==> src/rtl/fetch_redirect_ctrl_if.sv <==
// rtl/fetch_redirect_ctrl_if.sv - fetch redirect control bundle: predictor, EX resolve, PC and status signals.
interface fetch_redirect_ctrl_if;
  logic        stall;
  logic        pred_sel;
  logic        pred_taken;
  logic [31:0] pred_target;
  logic [31:0] pred_fallthru;
  logic        res_valid;
  logic        res_taken;
  logic [31:0] res_target;
  logic        jump_valid;
  logic [31:0] jump_target;
  logic [31:0] pc;
  logic        mispredict;
  logic        flush_if_id;
  logic        flush_id_ex;
  logic [31:0] branch_cnt;
  logic [31:0] mispred_cnt;
  logic        track_err;

  modport master (
    output stall, pred_sel, pred_taken, pred_target, pred_fallthru,
           res_valid, res_taken, res_target, jump_valid, jump_target,
    input  pc, mispredict, flush_if_id, flush_id_ex, branch_cnt, mispred_cnt, track_err
  );

  modport slave (
    input  stall, pred_sel, pred_taken, pred_target, pred_fallthru,
           res_valid, res_taken, res_target, jump_valid, jump_target,
    output pc, mispredict, flush_if_id, flush_id_ex, branch_cnt, mispred_cnt, track_err
  );
endinterface

==> src/rtl/fetch_redirect_ctrl.sv <==
// rtl/fetch_redirect_ctrl.sv - fetch PC owner with prediction tracker, mispredict recovery and branch counters.
module fetch_redirect_ctrl #(
  parameter logic [31:0] RESET_PC       = 32'h0000_0000,
  parameter int          RESOLVE_STAGES = 2
) (
  input  logic                  clk,
  input  logic                  rst,
  fetch_redirect_ctrl_if.slave  bus
);

  typedef struct packed {
    logic        v;
    logic        t;
    logic [31:0] tgt;
    logic [31:0] ft;
  } trk_t;

  trk_t        r_trk [RESOLVE_STAGES];
  logic [31:0] r_pc;
  logic [31:0] r_branch_cnt;
  logic [31:0] r_mispred_cnt;
  logic        r_track_err;

  trk_t        w_head;
  trk_t        w_fetch;
  logic        w_head_hit;
  logic        w_mispredict;
  logic        w_flush;
  logic [31:0] w_recover_pc;
  logic [31:0] w_next_pc;

  assign w_head       = r_trk[RESOLVE_STAGES-1];
  assign w_fetch      = '{v: bus.pred_sel, t: bus.pred_taken, tgt: bus.pred_target, ft: bus.pred_fallthru};
  assign w_head_hit   = bus.res_valid & w_head.v;
  // A taken branch is also wrong if it went somewhere other than where we fetched.
  assign w_mispredict = w_head_hit &
                        ((bus.res_taken != w_head.t) |
                         (bus.res_taken & (bus.res_target != w_head.tgt)));
  assign w_flush      = w_mispredict | bus.jump_valid;
  assign w_recover_pc = bus.res_taken ? bus.res_target : w_head.ft;

  always_comb begin
    w_next_pc = r_pc + 32'd4;
    if (w_mispredict)        w_next_pc = w_recover_pc;
    else if (bus.jump_valid) w_next_pc = bus.jump_target;
    else if (bus.stall)      w_next_pc = r_pc;
    else if (bus.pred_sel)   w_next_pc = bus.pred_target;
  end

  always_ff @(posedge clk) begin
    if (rst) begin
      r_pc          <= RESET_PC;
      r_branch_cnt  <= '0;
      r_mispred_cnt <= '0;
      r_track_err   <= 1'b0;
      for (int i = 0; i < RESOLVE_STAGES; i++) r_trk[i] <= '0;
    end else begin
      r_pc <= w_next_pc;
      if (w_head_hit && (r_branch_cnt != '1))   r_branch_cnt  <= r_branch_cnt + 32'd1;
      if (w_mispredict && (r_mispred_cnt != '1)) r_mispred_cnt <= r_mispred_cnt + 32'd1;
      if (bus.res_valid && !w_head.v)            r_track_err   <= 1'b1;
      // A redirect kills every younger fetch, so it wins over a stall.
      if (w_flush) begin
        for (int i = 0; i < RESOLVE_STAGES; i++) r_trk[i].v <= 1'b0;
      end else if (!bus.stall) begin
        for (int i = RESOLVE_STAGES-1; i > 0; i--) r_trk[i] <= r_trk[i-1];
        r_trk[0] <= w_fetch;
      end
    end
  end

  assign bus.pc          = r_pc;
  assign bus.mispredict  = w_mispredict;
  assign bus.flush_if_id = w_flush;
  assign bus.flush_id_ex = w_flush;
  assign bus.branch_cnt  = r_branch_cnt;
  assign bus.mispred_cnt = r_mispred_cnt;
  assign bus.track_err   = r_track_err;

endmodule

==> src/flat_wrapper.sv <==
// flat-port wrapper written by rule: the top's interface ports become plain ports
module fetch_redirect_ctrl_flat 
#(
  parameter logic [31:0] RESET_PC       = 32'h0000_0000,
  parameter int          RESOLVE_STAGES = 2
)
  (clk, rst, bus_stall, bus_pred_sel, bus_pred_taken, bus_pred_target, bus_pred_fallthru, bus_res_valid, bus_res_taken, bus_res_target, bus_jump_valid, bus_jump_target, bus_pc, bus_mispredict, bus_flush_if_id, bus_flush_id_ex, bus_branch_cnt, bus_mispred_cnt, bus_track_err);
  fetch_redirect_ctrl_if bus_i ();
  input  logic clk;
  input  logic rst;
  input wire logic [$bits(bus_i.stall)-1:0] bus_stall;
  input wire logic [$bits(bus_i.pred_sel)-1:0] bus_pred_sel;
  input wire logic [$bits(bus_i.pred_taken)-1:0] bus_pred_taken;
  input wire logic [$bits(bus_i.pred_target)-1:0] bus_pred_target;
  input wire logic [$bits(bus_i.pred_fallthru)-1:0] bus_pred_fallthru;
  input wire logic [$bits(bus_i.res_valid)-1:0] bus_res_valid;
  input wire logic [$bits(bus_i.res_taken)-1:0] bus_res_taken;
  input wire logic [$bits(bus_i.res_target)-1:0] bus_res_target;
  input wire logic [$bits(bus_i.jump_valid)-1:0] bus_jump_valid;
  input wire logic [$bits(bus_i.jump_target)-1:0] bus_jump_target;
  output wire logic [$bits(bus_i.pc)-1:0] bus_pc;
  output wire logic [$bits(bus_i.mispredict)-1:0] bus_mispredict;
  output wire logic [$bits(bus_i.flush_if_id)-1:0] bus_flush_if_id;
  output wire logic [$bits(bus_i.flush_id_ex)-1:0] bus_flush_id_ex;
  output wire logic [$bits(bus_i.branch_cnt)-1:0] bus_branch_cnt;
  output wire logic [$bits(bus_i.mispred_cnt)-1:0] bus_mispred_cnt;
  output wire logic [$bits(bus_i.track_err)-1:0] bus_track_err;
  assign bus_i.stall = bus_stall;
  assign bus_i.pred_sel = bus_pred_sel;
  assign bus_i.pred_taken = bus_pred_taken;
  assign bus_i.pred_target = bus_pred_target;
  assign bus_i.pred_fallthru = bus_pred_fallthru;
  assign bus_i.res_valid = bus_res_valid;
  assign bus_i.res_taken = bus_res_taken;
  assign bus_i.res_target = bus_res_target;
  assign bus_i.jump_valid = bus_jump_valid;
  assign bus_i.jump_target = bus_jump_target;
  assign bus_pc = bus_i.pc;
  assign bus_mispredict = bus_i.mispredict;
  assign bus_flush_if_id = bus_i.flush_if_id;
  assign bus_flush_id_ex = bus_i.flush_id_ex;
  assign bus_branch_cnt = bus_i.branch_cnt;
  assign bus_mispred_cnt = bus_i.mispred_cnt;
  assign bus_track_err = bus_i.track_err;
  fetch_redirect_ctrl #(.RESET_PC(RESET_PC), .RESOLVE_STAGES(RESOLVE_STAGES)) u_core (.clk(clk), .rst(rst), .bus(bus_i));
endmodule
==> config.mk <==
export PLATFORM = sky130hd
export DESIGN_NAME = fetch_redirect_ctrl_flat
export DESIGN_NICKNAME = d
export VERILOG_FILES = /design/src/rtl/fetch_redirect_ctrl_if.sv /design/src/rtl/fetch_redirect_ctrl.sv /design/src/flat_wrapper.sv
export SDC_FILE = /design/constraint.sdc
export NUM_CORES = 1
export LEC_CHECK = 0
export ABC_AREA = 1
export ABC_CLOCK_PERIOD_IN_PS = 6200
export CAP_MARGIN = 10
export CORE_MARGIN = 3
export CORE_UTILIZATION = 30
export DETAILED_ROUTE_END_ITERATION = 10
export GPL_TIMING_DRIVEN = 0
export HOLD_SLACK_MARGIN = 0.15
export SLEW_MARGIN = 5
export SYNTH_ARGS = -nofsm -noshare
export SYNTH_HDL_FRONTEND = slang
export SYNTH_SLANG_ARGS = --single-unit
==> constraint.sdc <==
create_clock -name clk -period 6.2 [get_ports clk]
set_clock_uncertainty 0.05 [all_clocks]
set_input_delay 1.24 -clock clk [delete_from_list [all_inputs] [get_ports clk]]
set_output_delay 1.24 -clock clk [all_outputs]
set_load 0.05 [all_outputs]
==> results.cfg <==
[synth]
yosys.area.top_type = edfxtp_1
synth_top_area_share_pct = 30.9
synth_seq_area_share_pct = 46.0
syn-cell-area_um2 = 12800
post_synth.cell_area_avg_um2 = 7.38
synth_nets = 1878
synth-main-ff-cell = edfxtp_1
ys_top_cells_by_area = edfxtp_1 (31%), dfxtp_1 (15%), nand2_1 (14%)
synth_edf_count = 132
synthArstFlopShare_pct = 0
ys.warnings.count = 0
synth_cell_types = 45
synthCells = 1739
synth.ff_latch_count = 229

[clock_network]
cts_root_buf = clkbuf_16
cts.path.max_buffers = 3
cts-hold-fix-buffers = 0
post_cts_buffers = 0
cts_tree = done
insertion_delay_ns = 0.59
cts_resized = 0
clk_pin_slew_ns = 0.06
ctsHtreeMaxLevel = 1
cts_made_buffers = 28
clkSinkCount = 229

[setup_path]
path_cells = clkdlybuf4s50_1, xnor2_1, nand2_1, nor2_1, nand2_1, nor2_2, nand3_4, nand2_4, buf_4, buf_4, nand2_1, buf_4, clkdlybuf4s50_1
arrival_ns = 4.39
cp-end-kind = output port
cp.depth = 13
worst-path-buf-inv = 5
worstPathMaxFanout = 10
cp_slowest_cell = clkdlybuf4s50_1
path_delay_family = buffers and inverters
cp-start-kind = primary input
worstPathRequired_ns = 4.91
max_stage_delay_ns = 0.69
path_class = in2out
worst_r2r_path_depth = 12

[cells_and_area]
final_common_cell = nand2_1
areaGrowthSynthToFinish_pct = 31.5
nets = 2142
post_route_cells_drive_above_1_share_pct = 8.15
layout_common_cells = nand2_1 (462), inv_1 (262), clkdlybuf4s50_1 (233)

[power_and_ir_drop]
p_switching_mw = 1.08
combPwrFrac_pct = 13.1
p_int_mw = 2.96
sw_frac_of_total_pct = 26.8
power_frac_clock_pct = 43.9
p_per_area_nw_per_um2 = 239
leakage_nw = 6.73
pwr-share-seq_pct = 43.0
vdd_ir_drop_max_mv = 0.196
finalPower_mw = 4.04

[timing]
setup_viol = 0
timing.final.crit_share_pct = 91.6
final.min_clock_period_ns = 5.68
slew_viol_final = 0
whs_ns = 0.435
worstMarginPinSlew_ns = 1.06
rsz0062_at_grt = no
hold_violations = 0
slew_headroom_pct = 29.3
clock.fmax_mhz = 176

[floorplan]
die_w_um = 213
rows = 75
die_area_um2 = 45300
initial_utilization_pct = 30.5
die_y_um = 213
coreArea_um2 = 42100
io_pins = 236

[drt]
drt-wirelength-per-cell_um = 18.8
vias = 12200
drtAntennaViolNets = 0
vias_per_cell = 4.77
wl_mm = 48.1
drc = 0
drtPass1Iterations = 6
drt_iter0_markers = 1060

[placement]
place.gp.congestion = 0.953
port_buffers = 233
place_hpwl_mm = 37.9

[global_routing]
grt_max_degree = 67
grt_use_met1_pct = 28.6
grt_use_total_pct = 20.7
grt_pass1_vias = 11600
met3_usage_pct = 3.94
antenna_found_initial = 0
grt_overflow = 0
grt_use_met2_pct = 34.1
grt_pass1_wl_mm = 70.5
grt_busiest_layer = met2

[hold_path]
hold_path_class = reg2reg
worstHoldPathCells = 2

[outcome]
outcome = completed

[job]
cap_viol_max_count = 0
-- cell type report --
type                       count  area (um2)
multi-input combinational   1177        5580
clock buffer                  36         761
fill                        4393       25300
sequential                   229        5910
tap                          539         674
clock inverter                16         233
timing repair buffer         234        2360
buffer                        66         358
antenna                        1        2.50
inverter                     267        1000
-- per-layer routing --
metal	vias up	wire [um]
li1	6035	-
met1	5584	21100
met2	558	21700
met3	52	4250
met4	0	1000
met5	-	0
-- worst reg2reg max path: stages (launching register included) --
cell and delay (ns):
edfxtp_1 0.38, xnor2_1 0.37, nand2_1 0.17, nor2_1 0.13, nand2_1 0.06, nor2_2 0.17, nand3_4 0.17, nand2_4 0.15
nand4_2 0.29, buf_4 0.33, buf_6 0.19, nand2_4 0.67, buf_16 0.37
-- state kept, by name, indices dropped and copies added, names as in the netlist --
register                flops
u_core.r_trk              132
u_core.bus.track_err        1
u_core.bus.mispred_cnt     32
u_core.bus.branch_cnt      32
u_core.bus.pc              32
-- synth_stat cells, types with 4 or more instances --
master	n
o211ai_1	8
o21bai_1	4
nand3b_1	8
buf_6	8
o221ai_1	7
a21oi_1	74
edfxtp_1	132
or2_2	5
a31oi_1	4
xnor2_1	26
xor2_1	26
dfxtp_1	97
nor2_2	75
inv_1	262
nand2_1	463
nor3_1	26
buf_2	13
o22ai_1	5
nor4_1	7
buf_4	9
clkbuf_1	33
nand3_1	99
nand4_1	25
o21ai_0	77
nor2_1	216
-- per-stage QoR --
step / utilization, % / setup WS, ns / setup TNS (ns) / cells / area, um2
2_1_floorplan: - / 0.403 / 0 / 1739 / 12800
3_3_place_gp: 37.6 / -2.06 / -264.68 / 2511 / 15800
3_5_place_dp: 37.7 / 0.532 / 0 / 2512 / 15900
4_1_cts: 40.0 / 0.527 / 0 / 2564 / 16900
5_1_grt: 40.0 / 0.456 / 0 / 2564 / 16900
6_report: 40.1 / 0.523 / 0 / 2565 / 16900
-- final timing paths --
check | slack, ns | end | startpoint
worst max-delay path | 0.52 | bus_flush_if_id | bus_res_target[7]
worst min-delay path | 0.44 | u_core.bus.track_err | u_core.bus.track_err
worst max register to register | 2.32 | u_core.r_trk[0][105] | u_core.r_trk[0][105]
worst min register to register | 0.44 | u_core.bus.track_err | u_core.bus.track_err
-- logic make-up after synthesis --
| logic type | synth area share, % |
|---|---|
| AOI/OAI and AO/OA | 7.86 |
| xor gates and xnor gates | 3.55 |
| adders and majority gates | 0.292 |
| buffers and inverters | 10.6 |
| DFF | 46.0 |
| muxes | 0.234 |
| and+or+nand+nor | 31.5 |
-- power groups by stage --
stage          Combinational [mW]  Clock, mW  Sequential (mW)
6_report                    0.529       1.77             1.74
5_1_grt                     0.573       1.84             1.75
4_1_cts                     0.532       1.79             1.74
3_5_place_dp                0.529          0             1.77
3_3_place_gp                0.524          0             1.78
2_1_floorplan               0.217          0             1.82
(Power assumes the default switching activity.)
